$ cat config.mk
export PLATFORM = sky130hd
export DESIGN_NAME = id_ex_stage_reg
export DESIGN_NICKNAME = d
export VERILOG_FILES = /design/src/rtl/id_ex_stage_reg_pkg.sv /design/src/rtl/id_ex_stage_reg_ctrl_fsm.sv /design/src/rtl/id_ex_stage_reg.sv
export SDC_FILE = /design/constraint.sdc
export NUM_CORES = 1
export LEC_CHECK = 0
export BUFFER_PORTS_ARGS = -buffer_cell sky130_fd_sc_hd__buf_2
export CAP_MARGIN = 5
export CORE_UTILIZATION = 43
export DETAILED_ROUTE_END_ITERATION = 8
export PLACE_DENSITY = 0.84
export SLEW_MARGIN = 0
export SYNTH_ARGS = -nofsm -noshare
export SYNTH_HDL_FRONTEND = slang
export SYNTH_SLANG_ARGS = --single-unit
$ cat constraint.sdc
create_clock -name clk -period 2 [get_ports clk]
set_clock_uncertainty 0.1 [all_clocks]
set_input_delay 0.4 -clock clk [delete_from_list [all_inputs] [get_ports clk]]
set_output_delay 0.4 -clock clk [all_outputs]
set_load 0.01 [all_outputs]
$ cat src/rtl/id_ex_stage_reg_pkg.sv
// Shared opcode constants, bubble encoding and FSM state type for the ID/EX stage register.
package id_ex_stage_reg_pkg;

    localparam logic [4:0]  OP_HALT   = 5'b00000;
    localparam logic [4:0]  OP_NOP    = 5'b00001;
    localparam logic [4:0]  OP_LD     = 5'b10001;
    localparam logic [4:0]  OP_ST     = 5'b10000;
    localparam logic [15:0] NOP_INSTR = 16'h0800;

    typedef enum logic [1:0] {
        RUN    = 2'd0,
        BUBBLE = 2'd1,
        HALT   = 2'd2
    } idex_state_t;

endpackage

$ cat src/rtl/id_ex_stage_reg_ctrl_fsm.sv
// Control FSM for ID/EX: tracks RUN/BUBBLE/HALT, decides when EX receives a bubble
// and when the front of the pipe must freeze.
module idex_ctrl_fsm
    import id_ex_stage_reg_pkg::*;
(
    input  logic       clk,
    input  logic       rst,
    input  logic       ldStall,
    input  logic       flush,
    input  logic [4:0] op_dec,
    output logic       load_bubble,
    output logic       stall_evt,
    output logic       stall_id,
    output logic       halted
);

    idex_state_t state_q, state_d;

    always_comb begin
        state_d     = state_q;
        load_bubble = 1'b0;
        stall_evt   = 1'b0;
        if (state_q == HALT) begin
            load_bubble = 1'b1;
        end else if (flush) begin
            load_bubble = 1'b1;
            state_d     = RUN;
        end else if (state_q == RUN && ldStall) begin
            load_bubble = 1'b1;
            stall_evt   = 1'b1;
            state_d     = BUBBLE;
        end else begin
            // BUBBLE ignores ldStall so one load never gets two bubbles
            state_d = (op_dec == OP_HALT) ? HALT : RUN;
        end
    end

    always_ff @(posedge clk) begin
        if (!rst) state_q <= RUN;
        else      state_q <= state_d;
    end

    assign stall_id = (state_q == RUN && ldStall && !flush) || (state_q == HALT);
    assign halted   = (state_q == HALT);

endmodule

$ cat src/rtl/id_ex_stage_reg.sv
// ID->EX pipeline register with bubble/flush/halt sequencing.
// Optional ID_EX_PERF_CNT_EN adds saturating stall and bubble counters.
module id_ex_stage_reg
    import id_ex_stage_reg_pkg::*;
#(
    parameter int                DATA_W    = 16,
    parameter logic [DATA_W-1:0] NOP_INSTR = id_ex_stage_reg_pkg::NOP_INSTR
) (
    input  logic              clk,
    input  logic              rst,
    input  logic [DATA_W-1:0] instr_dec,
    input  logic [DATA_W-1:0] pc_dec,
    input  logic [DATA_W-1:0] rs_data_dec,
    input  logic [DATA_W-1:0] rt_data_dec,
    input  logic [DATA_W-1:0] imm_dec,
    input  logic [1:0]        regdst_dec,
    input  logic              regWriteEn_dec,
    input  logic              muxselB_dec,
    input  logic              memRead_dec,
    input  logic              memWrite_dec,
    input  logic              ldStall,
    input  logic              flush,
    output logic [DATA_W-1:0] instr_ex,
    output logic [DATA_W-1:0] pc_ex,
    output logic [DATA_W-1:0] rs_data_ex,
    output logic [DATA_W-1:0] rt_data_ex,
    output logic [DATA_W-1:0] imm_ex,
    output logic [1:0]        regdst_ex,
    output logic              regWriteEn_ex,
    output logic              muxselB_ex,
    output logic              memRead_ex,
    output logic              memWrite_ex,
    output logic              valid_ex,
    output logic              stall_id,
    output logic              halted
`ifdef ID_EX_PERF_CNT_EN
    ,
    output logic [15:0]       stall_cnt,
    output logic [15:0]       bubble_cnt
`endif
);

    logic load_bubble, stall_evt;

    idex_ctrl_fsm u_fsm (
        .clk        (clk),
        .rst        (rst),
        .ldStall    (ldStall),
        .flush      (flush),
        .op_dec     (instr_dec[DATA_W-1 -: 5]),
        .load_bubble(load_bubble),
        .stall_evt  (stall_evt),
        .stall_id   (stall_id),
        .halted     (halted)
    );

    logic [DATA_W-1:0] instr_q, instr_d, pc_q, pc_d, rs_q, rs_d, rt_q, rt_d, imm_q, imm_d;
    logic [1:0]        regdst_q, regdst_d;
    logic              wen_q, wen_d, selb_q, selb_d, mrd_q, mrd_d, mwr_q, mwr_d, valid_q, valid_d;

    // A bubble is the reset image: NOP with every enable and field cleared
    always_comb begin
        instr_d  = NOP_INSTR;
        pc_d     = '0;
        rs_d     = '0;
        rt_d     = '0;
        imm_d    = '0;
        regdst_d = 2'b00;
        wen_d    = 1'b0;
        selb_d   = 1'b0;
        mrd_d    = 1'b0;
        mwr_d    = 1'b0;
        valid_d  = 1'b0;
        if (!load_bubble) begin
            instr_d  = instr_dec;
            pc_d     = pc_dec;
            rs_d     = rs_data_dec;
            rt_d     = rt_data_dec;
            imm_d    = imm_dec;
            regdst_d = regdst_dec;
            wen_d    = regWriteEn_dec;
            selb_d   = muxselB_dec;
            mrd_d    = memRead_dec;
            mwr_d    = memWrite_dec;
            valid_d  = 1'b1;
        end
    end

    always_ff @(posedge clk) begin
        if (!rst) begin
            instr_q  <= NOP_INSTR;
            pc_q     <= '0;
            rs_q     <= '0;
            rt_q     <= '0;
            imm_q    <= '0;
            regdst_q <= 2'b00;
            wen_q    <= 1'b0;
            selb_q   <= 1'b0;
            mrd_q    <= 1'b0;
            mwr_q    <= 1'b0;
            valid_q  <= 1'b0;
        end else begin
            instr_q  <= instr_d;
            pc_q     <= pc_d;
            rs_q     <= rs_d;
            rt_q     <= rt_d;
            imm_q    <= imm_d;
            regdst_q <= regdst_d;
            wen_q    <= wen_d;
            selb_q   <= selb_d;
            mrd_q    <= mrd_d;
            mwr_q    <= mwr_d;
            valid_q  <= valid_d;
        end
    end

    assign instr_ex      = instr_q;
    assign pc_ex         = pc_q;
    assign rs_data_ex    = rs_q;
    assign rt_data_ex    = rt_q;
    assign imm_ex        = imm_q;
    assign regdst_ex     = regdst_q;
    assign regWriteEn_ex = wen_q;
    assign muxselB_ex    = selb_q;
    assign memRead_ex    = mrd_q;
    assign memWrite_ex   = mwr_q;
    assign valid_ex      = valid_q;

`ifdef ID_EX_PERF_CNT_EN
    logic [15:0] stall_cnt_q, stall_cnt_d, bubble_cnt_q, bubble_cnt_d;

    always_comb begin
        stall_cnt_d  = stall_cnt_q;
        bubble_cnt_d = bubble_cnt_q;
        if (stall_evt && stall_cnt_q != 16'hFFFF)    stall_cnt_d  = stall_cnt_q + 16'd1;
        if (load_bubble && bubble_cnt_q != 16'hFFFF) bubble_cnt_d = bubble_cnt_q + 16'd1;
    end

    always_ff @(posedge clk) begin
        if (!rst) begin
            stall_cnt_q  <= 16'd0;
            bubble_cnt_q <= 16'd0;
        end else begin
            stall_cnt_q  <= stall_cnt_d;
            bubble_cnt_q <= bubble_cnt_d;
        end
    end

    assign stall_cnt  = stall_cnt_q;
    assign bubble_cnt = bubble_cnt_q;
`else
    logic unused_stall_evt;
    assign unused_stall_evt = stall_evt;
`endif

endmodule

==> results of run 1 <==
-- cell families after synthesis --
family          Yosys count  synth area share, %
compound gates            3                 1.15
buf+inv                  10                 2.74
flops                    89                 70.9
simple gates             94                 25.2
-- power groups by stage --
stage	Clock, W	Sequential (W)	Combinational, W
final	0.00127	0.00184	0.000238
after global routing	0.00139	0.00184	0.000262
after CTS	0.00131	0.00184	0.000242
after detailed placement	0	0.00188	0.000241
after global placement	0	0.00188	0.000236
after floorplan	0	0.00191	0.0000718
-- layer usage --
| metal | vias up | global-route usage, % | part of all wire, % |
|---|---|---|---|
| met3 | 16 | 7.67 | 11 |
| met1 | 830 | 15.1 | 36 |
| met4 | 0 | 11.7 | 3.2 |
| met5 | - | 0 | 0 |
| met2 | 110 | 28.2 | 51 |
| li1 | 955 | - | - |
-- worst paths after layout --
| check | end | slack, ns | cells after the start |
|---|---|---|---|
| hold reg to reg | u_fsm.state_q[0] | 0.39 | 1 |
| setup reg to reg | rs_data_ex[4] | 0.64 | 4 |
| hold / removal | regdst_ex[0] | 0.15 | 2 |
| setup / recovery | halted | 0.45 | 2 |
-- worst max-delay path: cells and delay by family (launching register included) --
kind | cells | cell delay [ns]
buffers and inverters | 1 | 0.16
and+or+nand+nor | 1 | 0.17
DFF | 1 | 0.38
-- sequential cells by signal, summed over array words and instances (netlist names) --
register	cells
muxselB_ex	1
regWriteEn_ex	1
pc_ex	16
memRead_ex	1
rs_data_ex	16
regdst_ex	2
memWrite_ex	1
instr_ex	16
rt_data_ex	16
u_fsm.state_q	2
imm_ex	16
valid_ex	1
-- per-stage QoR --
stage,instance area (µm²),cells
finish,3650,455
global route,3650,455
CTS,3650,455
detailed placement,3440,439
global placement,3440,439
floorplan,2510,196
-- layout by cell type (no fill, tap or decap), drive strengths merged --
| master | n |
|---|---|
| a21oi | 1 |
| a31oi | 1 |
| and2 | 85 |
| buf | 180 |
| bufinv | 2 |
| clkbuf | 11 |
| clkinv | 1 |
| clkinvlp | 2 |
| dfxtp | 89 |
| inv | 1 |
| nand2b | 2 |
| nor2 | 3 |
| nor2b | 2 |
| nor4 | 1 |
| nor4b | 1 |
| o211a | 1 |
-- area by class of cell --
type / instances / area [µm²] / area share (%)
Timing Repair Buffer: 180 / 906 / 24.8
Tap cell: 72 / 90.1 / 2.46
Inverter: 1 / 3.75 / 0.103
Sequential cell: 89 / 1780 / 48.8
Multi-Input combinational cell: 97 / 662 / 18.1
Clock inverter: 5 / 80.1 / 2.19
Clock buffer: 11 / 131 / 3.59
==> impl_results.md, run 1 <==
- Core area: 0.00557 mm²
- # clock sinks: approximately 90
- Number of synthesized register bits: slightly below 90
- Starting Density: ~45%
- Fin Hold WS: around 0.15 ns
- Fin. max-slew vios: 0
- First-pass GRT wire length: ~7400 µm
- Fmax: 0.645 GHz
- HPWL Detailed: 3840 µm
- Number of synthesized flops with an enable pin: 0
- CTS resizes: 0
- Drt pass-1 iters: 2
- Starting DRT DRC Count: 24
- CP Capture Type: primary output
- Wire per inst: approximately 11 µm
- Crit path launch type: flop
- Internal power consumption: 0.00266 W
- Die Area: 0.00615 mm²
- Register area share after synthesis: a little under three quarters
- Synth area leader: dfxtp_1
- Post-synth top area share: 70.9%
- Critical path class: reg2out
- Hold path start: regdst_dec[0]
- Vias in the first global route: 1724
- Mapped Nets: about 290
- Worst skew pair latency: approximately 0.33 ns
- Final Util: around two thirds
- RSZ-0062 raised after global routing: no
- Most frequent cell after synthesis: dfxtp_1
- Async S/R FF share, synth: 0%
- CP max FO: 4
- Leak: roughly 2 nW
- Power share of the combinational group: 7.1%
- Crit-path max cell delay: roughly 0.38 ns
- TritonCTS Buffers: 9
- Chip width: around 78 µm
- Critical Path RT: about 1.5 ns
- DR vias: ~1900
- Initial antenna violation count: 0
- Dominant synthesized flop cell: dfxtp_1
- Grt total ovfl: 0
- Worst vdd ir: 0.619 mV
- Cts hold-fix bufs: 0
- Fin worst setup slack: around 0.45 ns
- Fillers: 440
- Most frequent cells after synthesis: dfxtp_1, and2_1, and2_4
- Clock transition at path regs: around 0.08 ns
- Final ANT Viol Nets: 0
- Largest net degree at the start of global routing: 47
- # IOs: roughly 180
- Number of cell rows: 27
- Worst slack at placement: 0.477 ns
- Clock group share of total power: a little under two fifths
- DRC: 0
- Final total power: around 0.0033 W
- Setup Total Neg Slack: 0 ns
- Final hold vios: 0
- Yosys cell types: 15
- Post-CTS Setup Bufs: 0
- CTS tree: done
- CP cell instances: nor2b_1, buf_2
- PortBufs: between 150 and 200
- Slew HR: slightly below 80%
- Final Setup Violations: 0
- Post-Synthesis Cells: between 150 and 200
- Antenna fix cells: 0
- Total Nets Final: 468
- Setup crit start: u_fsm.state_q[1]
- Layout cell share with drive strength beyond 1: a little under three fifths
- Area grow syn2layout: 45.5%
- Mapped Avg Cell Area: ~13 µm²
- Clock buffer depth: 2
- Hold Crit Class: in2reg
- Run status: finished clean
- RePlAce Congestion: a little over 0.7
- Clock Root Buffer: clkbuf_8
- Slew of the pin with the lowest slew margin: 0.343 ns
- Synth Warn #: 0
- Flop pwr share: a little over half
- # H-tree levels: 3
- Synthesized area: 0.00251 mm²
- Drt total wl: around 5000 µm
- Vias/cell: roughly 4.2
- DIE HEIGHT: between 70 and 80 µm
- Global Route Usage Sum: 16.4%
- Slowest CP cell: dfxtp_1
- NetSw: a little under 0.0007 W
- Reg-to-reg startpoint: u_fsm.state_q[1]
- Pwr dens: 916 mW/mm²
- Maxcap violations: 0
- Largest cells by area after synthesis: dfxtp_1, and2_1, and2_4, buf_6, o211a_4
- Period utilisation layout: just under 80%
- Net Sw Frac: just over 20%
- CP Data Arrival Time: 1.05 ns
- Min Clock Period, post-route: about 1.5 ns
(Power assumes the default switching activity.)
==> run 2: changes to the inputs <==
--- a/config.mk
+++ b/config.mk
@@ -7,9 +7,9 @@
 export LEC_CHECK = 0
 export BUFFER_PORTS_ARGS = -buffer_cell sky130_fd_sc_hd__buf_2
 export CAP_MARGIN = 5
-export CORE_UTILIZATION = 43
+export CORE_UTILIZATION = 36
 export DETAILED_ROUTE_END_ITERATION = 8
-export PLACE_DENSITY = 0.84
+export PLACE_DENSITY = 0.75
 export SLEW_MARGIN = 0
 export SYNTH_ARGS = -nofsm -noshare
 export SYNTH_HDL_FRONTEND = slang
==> constraint.sdc (replaced) <==
create_clock -name clk -period 1.4 [get_ports clk]
set_clock_uncertainty 0.1 [all_clocks]
set_input_delay 0.28 -clock clk [delete_from_list [all_inputs] [get_ports clk]]
set_output_delay 0.28 -clock clk [all_outputs]
set_load 0.01 [all_outputs]
==> run 2 against run 1 <==
Combinational power is 47% higher. Cell count is 1.5% higher. Clock-buffer cell count unchanged. Sequential power is 42% higher. First-iteration DRC count up 17%. Sequential share of layout area shrank 0.60 points. Critical path type unchanged. Worst setup slack got worse by 0.41 ns. Die area is 19% higher. Clock power rose by 47%. Via count decreased by 0.84%. Utilization down 11 points. Total power is 45% higher.
==> impl_results.md, run 2 (synthesized netlist as in run 1, its figures left out) <==
- Run status: finished clean
- Number of cell rows: 30 (+11%)
- # IOs: 179 (unchanged)
- Clock Root Buffer: clkbuf_8
- Hold path start: instr_dec[9]
- Die Area: 0.00732 mm² (+19%)
- CTS tree: done
- Slew HR: 75.9% (-1.3 points)
- CP cell instances: nor2b_4, buf_6
- Drt total wl: 5010 µm (+0.64%)
- Final ANT Viol Nets: 0 (unchanged)
- Antenna fix cells: 0 (unchanged)
- Finished Cell Area: 0.00371 mm² (+1.5%)
- Clock group share of total power: 38.7% (+0.7 points)
- DRC: 0 (unchanged)
- Crit-path max cell delay: 0.37 ns (about the same)
- Leak: 1.99 nW (+0.85%)
- Clock transition at path regs: 0.09 ns (about the same)
- Period utilisation layout: between 90% and 100%
- Slowest CP cell: dfxtp_4
- Hold depth: 2 (unchanged)
- Worst skew pair latency: 0.33 ns (about the same)
- PortBufs: 178 (unchanged)
- R2R Path End: rs_data_ex[0]
- Total Nets Final: 468 (unchanged)
- Critical Path RT: 1.02 ns (-0.48 ns)
- CP Capture Type: primary output
- Final Util: 54.9% (-11 points)
- Vias/cell: 4.10 (-2.3%)
- Net Sw Frac: 20.4% (about the same)
- First-pass GRT wire length: 7570 µm (+2.7%)
- Critical path class: reg2out
- Reg-to-reg startpoint: u_fsm.state_q[1]
- Chip width: 85.5 µm (+9.1%)
- Most frequent cells in the layout: buf_2, dfxtp_1, and2_1
- NetSw: 0.000988 W (+45%)
- Internal power consumption: 0.00386 W (+45%)
- Flop pwr share: 54.1% (-0.8 points)
- Crit path launch type: flop
- Final Setup Violations: 0 (unchanged)
- DR vias: 1895 (-0.84%)
- CP max FO: 4 (unchanged)
- RePlAce Congestion: 0.741 (+3.4%)
- Most common cell after layout, fill and taps aside: buf_2
- Min Clock Period, post-route: around 1.4 ns
- Final Non-Filler Cells: 462 (+1.5%)
- CP delay by family, top: flip-flops
- Maxcap violations: 0 (unchanged)
- Number of placed cells counting well taps: 447 (+1.8%)
- Final hold vios: 0 (unchanged)
- Pwr dens: 1310 mW/mm² (+43%)
- DIE HEIGHT: 85.5 µm (+9.1%)
- Clock buffer depth: 2 (unchanged)
- Power share of the combinational group: 7.2% (about the same)
- Global Route Usage Sum: 13.7% (-2.6 points)
- CP Buf/Inv Count: 1 (unchanged)
- Worst vdd ir: 0.716 mV (+16%)
- Worst R2R Setup Slack: 0.17 ns (-0.47 ns)
- Fin. max-slew vios: 0 (unchanged)
- # H-tree levels: 3 (unchanged)
- Fmax: between 0.7 and 0.8 GHz
- Slew of the pin with the lowest slew margin: 0.359 ns (+0.0155 ns)
- Core area: 0.00676 mm² (+21%)
- Area grow syn2layout: 47.7%
- Wire per inst: 10.8 µm (-0.88%)
- Layout cell share with drive strength beyond 1: 57.3% (+1.2 points)
- Starting Density: 37.2% (-7.9 points)
- TritonCTS Buffers: 9 (unchanged)
- Drt pass-1 iters: 4 (+2)
- CP Data Arrival Time: 0.98 ns (-0.07 ns)
- Worst Hold End: instr_ex[9]
- Placed cell area: 0.00347 mm² (+0.65%)
- Starting DRT DRC Count: 28 (+17%)
- Grt total ovfl: 0 (unchanged)
- FF-to-FF path depth: 4 (unchanged)
- Largest net degree at the start of global routing: 49 (+4.3%)
- # clock sinks: 89 (unchanged)
- RSZ-0062 raised after global routing: yes
- Hold Crit Class: in2reg
- Initial antenna violation count: 0 (unchanged)
- HPWL Detailed: 3730 µm (-3.1%)
- Vias in the first global route: 1816 (+5.3%)
==> run 2: power by group through the flow <==
stage / combinational [W] / clock [W] / sequential, W
5_1_grt: 0.000383 / 0.00205 / 0.00263
6_report: 0.000349 / 0.00187 / 0.00262
4_1_cts: 0.000352 / 0.00196 / 0.00263
3_5_place_dp: 0.000351 / 0 / 0.00268
3_3_place_gp: 0.000345 / 0 / 0.00268
2_1_floorplan: 0.000103 / 0 / 0.00273
==> run 2: area by class of cell <==
type / instances / area (µm²)
Fill cell: 592 / 3050
Sequential cell: 89 / 1790
Timing Repair Buffer: 180 / 928
Multi-Input combinational cell: 97 / 673
Clock buffer: 11 / 141
Tap cell: 80 / 100
Clock inverter: 4 / 77.6
Inverter: 1 / 3.75
==> run 2: worst max path at each step <==
stage | slack [ns] | end | start | depth (start not counted)
3_5_place_dp | 0.07 | rs_data_ex[0] | ldStall | 5
5_1_grt | -0.02 | stall_id | u_fsm.state_q[1] | 3
4_1_cts | 0.01 | halted | u_fsm.state_q[1] | 2
2_1_floorplan | 0.16 | pc_ex[0] | u_fsm.state_q[1] | 5
3_3_place_gp | 0.11 | instr_ex[1] | ldStall | 5
6_report | 0.04 | halted | u_fsm.state_q[1] | 2
==> run 2: worst reg2reg max path: cells and delay by family, from the launching register on <==
family,cells,cell delay [ns]
buffers and inverters,1,0.18
AO/OA/AOI/OAI,1,0.24
AND/OR/NAND/NOR,2,0.24
flip-flops,1,0.37
==> run 2: routing by layer <==
metal	wire, µm	global-route usage [%]
met5	0	0
met3	478	5.58
met1	2000	14.2
met2	2410	23.1
met4	119	8.94
==> run 2: repair_timing <==
action,4_1_cts,5_1_grt
setup buffers,0,0
pin swaps,0,0
hold buffers,0,0
resized for setup,3,5
setup endpoints to repair,1,2
==> run 2: stage by stage <==
| step | total power, W | setup TNS (ns) | hold slack, ns | worst slack, ns |
|---|---|---|---|---|
| after detailed placement | 0.00304 | 0 | 0.368 | 0.0657 |
| after CTS | 0.00493 | 0 | 0.00689 | 0.0101 |
| after floorplan | 0.00283 | 0 | 0.257 | 0.163 |
| after global routing | 0.00506 | -0.0258 | 0.00369 | -0.0179 |
| final | 0.00485 | 0 | 0.0310 | 0.0412 |
| after global placement | 0.00303 | 0 | 0.353 | 0.109 |
==> run 3: changes to the inputs <==
--- a/config.mk
+++ b/config.mk
@@ -10,6 +10,7 @@
 export CORE_UTILIZATION = 36
 export DETAILED_ROUTE_END_ITERATION = 8
 export PLACE_DENSITY = 0.75
+export RECOVER_POWER = 100
 export SLEW_MARGIN = 0
 export SYNTH_ARGS = -nofsm -noshare
 export SYNTH_HDL_FRONTEND = slang
==> run 3 against run 2 <==
Clock-buffer cell count unchanged. Cell count unchanged. Utilization shrank 1.7 points. Die area stayed put. Highest routed layer unchanged.
==> impl_results.md, run 3 (synthesized netlist as in run 1, its figures left out) <==
- Run status: finished clean
- Final Non-Filler Cells: 462 (unchanged)
- Grt total ovfl: 0 (unchanged)
- Antenna fix cells: 0 (unchanged)
- Reg-to-reg startpoint: u_fsm.state_q[1]
- RSZ-0062 raised after global routing: yes
- Clock Root Buffer: clkbuf_8
- DRC: 0 (unchanged)
- Die Area: 0.00732 mm² (unchanged)
- FF-to-FF path depth: 4 (unchanged)
- Layout cell share with drive strength beyond 1: 34.6% (-23 points)
- Area grow syn2layout: 43.0%
- Post-CTS Setup Bufs: 0 (unchanged)
- Final hold vios: 0 (unchanged)
- Initial antenna violation count: 0 (unchanged)
- Worst vdd ir: 0.715 mV (about the same)
- Starting DRT DRC Count: 31 (+11%)
- Critical path class: reg2out
- CP Capture Type: primary output
- CTS resizes: 3 (unchanged)
- Final Setup Violations: 0 (unchanged)
- CTS tree: done
- Clock transition at path regs: 0.09 ns (about the same)
- Fin Hold WS: 0.0306 ns (-0.000394 ns)
- Worst skew pair latency: 0.33 ns (about the same)
- Placed cell area: 0.00347 mm² (unchanged)
- Drt pass-1 iters: 4 (unchanged)
- Final Util: 53.2% (-1.7 points)
- DIE HEIGHT: 85.5 µm (unchanged)
- Leak: 1.62 nW (-18%)
- Worst R2R Setup Slack: 0.10 ns (-0.07 ns)
- Drt total wl: 5070 µm (+1.4%)
- Hold Crit Class: in2reg
- Largest net degree at the start of global routing: 49 (unchanged)
- Clock buffer depth: 2 (unchanged)
- Fmax: 0.733 GHz (-0.39%)
- Final total power: 0.00483 W (-0.28%)
- R2R Path End: pc_ex[1]
- Crit path launch type: flop
- Number of cell rows: 30 (unchanged)
- CP max FO: 4 (unchanged)
- Wire per inst: 11.0 µm (+1.4%)
- Critical Path RT: 1.02 ns (about the same)
- Slew HR: 75.4% (-0.50 points)
- Period utilisation layout: 97.4% (+0.38 points)
- First-pass GRT wire length: 7570 µm (unchanged)
- Cts hold-fix bufs: 0 (unchanged)
- Starting Density: 37.2% (unchanged)
- PortBufs: 178 (unchanged)
- TritonCTS Buffers: 9 (unchanged)
- Chip width: 85.5 µm (unchanged)
- Maxcap violations: 0 (unchanged)
- Number of placed cells counting well taps: 447 (unchanged)
- Total Nets Final: 468 (unchanged)
- Vias/cell: 4.10 (-0.11%)
- Core area: 0.00676 mm² (unchanged)
- Global Route Usage Sum: 13.7% (unchanged)
- Min Clock Period, post-route: 1.36 ns (+0.00532 ns)
- Fin. max-slew vios: 0 (unchanged)
- DR vias: 1893 (-0.11%)
- Crit path to: halted
- Finished Cell Area: 0.00359 mm² (-3.2%)
- RePlAce Congestion: 0.741 (unchanged)
- Setup crit start: u_fsm.state_q[1]
- # H-tree levels: 3 (unchanged)
- Slew of the pin with the lowest slew margin: 0.366 ns (+0.00739 ns)
- Most frequent cells in the layout: buf_2, clkbuf_1, dfxtp_1
- # IOs: 179 (unchanged)
- Final ANT Viol Nets: 0 (unchanged)
- Pwr dens: 1350 mW/mm² (+3.0%)
- Most common cell after layout, fill and taps aside: buf_2
- HPWL Detailed: 3730 µm (unchanged)
- # clock sinks: 89 (unchanged)
- Vias in the first global route: 1816 (unchanged)
- CP Data Arrival Time: 0.98 ns (about the same)
==> run 3: changes by cell type in the layout (fill, tap and decap cells not counted), sizes merged <==
cell,before,now
buf,180,93
clkbuf,11,98
==> run 3: critical path, cell delays in order, from the launching register on <==
cell,delay (ns)
dfxtp_4,0.37
nor2b_4,0.17
buf_6,0.11
==> run 3: layer usage <==
layer | vias up | track usage [%] | part of all wire [%] | routed length (µm)
li1 | 955 | - | - | -
met1 | 816 | 14.2 | 41 | 2070
met2 | 110 | 23.1 | 47 | 2390
met3 | 12 | 5.58 | 9.6 | 485
met4 | 0 | 8.94 | 2.6 | 132
met5 | - | 0 | 0 | 0
==> run 3: per-stage QoR <==
step	setup slack (ns)	TNS, ns
after global placement	0.109	0
after detailed placement	0.0657	0
after CTS	0.0101	0
after floorplan	0.163	0
after global routing	-0.0179	-0.0427
final	0.0359	0
==> run 3: area by class of cell <==
| cell class | count | area, µm² |
|---|---|---|
| flip-flops and latches | 89 | 1790 |
| well taps | 80 | 100 |
| repair buffers | 180 | 811 |
| fillers | 651 | 3160 |
| multi-input cells | 97 | 673 |
| inverters | 1 | 3.75 |
| clock inverters | 4 | 77.6 |
| clock buffers | 11 | 141 |
==> run 3: worst min-delay path by stage <==
stage	startpoint	end	slack (ns)	depth (start not counted)
after CTS	rs_data_dec[1]	rs_data_ex[1]	0.007	2
after global placement	u_fsm.state_q[1]	u_fsm.state_q[0]	0.35	1
after detailed placement	u_fsm.state_q[1]	u_fsm.state_q[0]	0.37	1
after global routing	flush	u_fsm.state_q[0]	0.004	2
after floorplan	flush	u_fsm.state_q[0]	0.26	1
final	instr_dec[9]	instr_ex[9]	0.03	2
==> run 3: report_power, final <==
group,leakage [nW],switching [W],total [W],internal (W)
registers,0.726,0.0000201,0.00263,0.00261
clock network,0.110,0.000830,0.00188,0.00105
logic,0.787,0.000148,0.000325,0.000178
total,1.62,0.000998,0.00483,0.00384
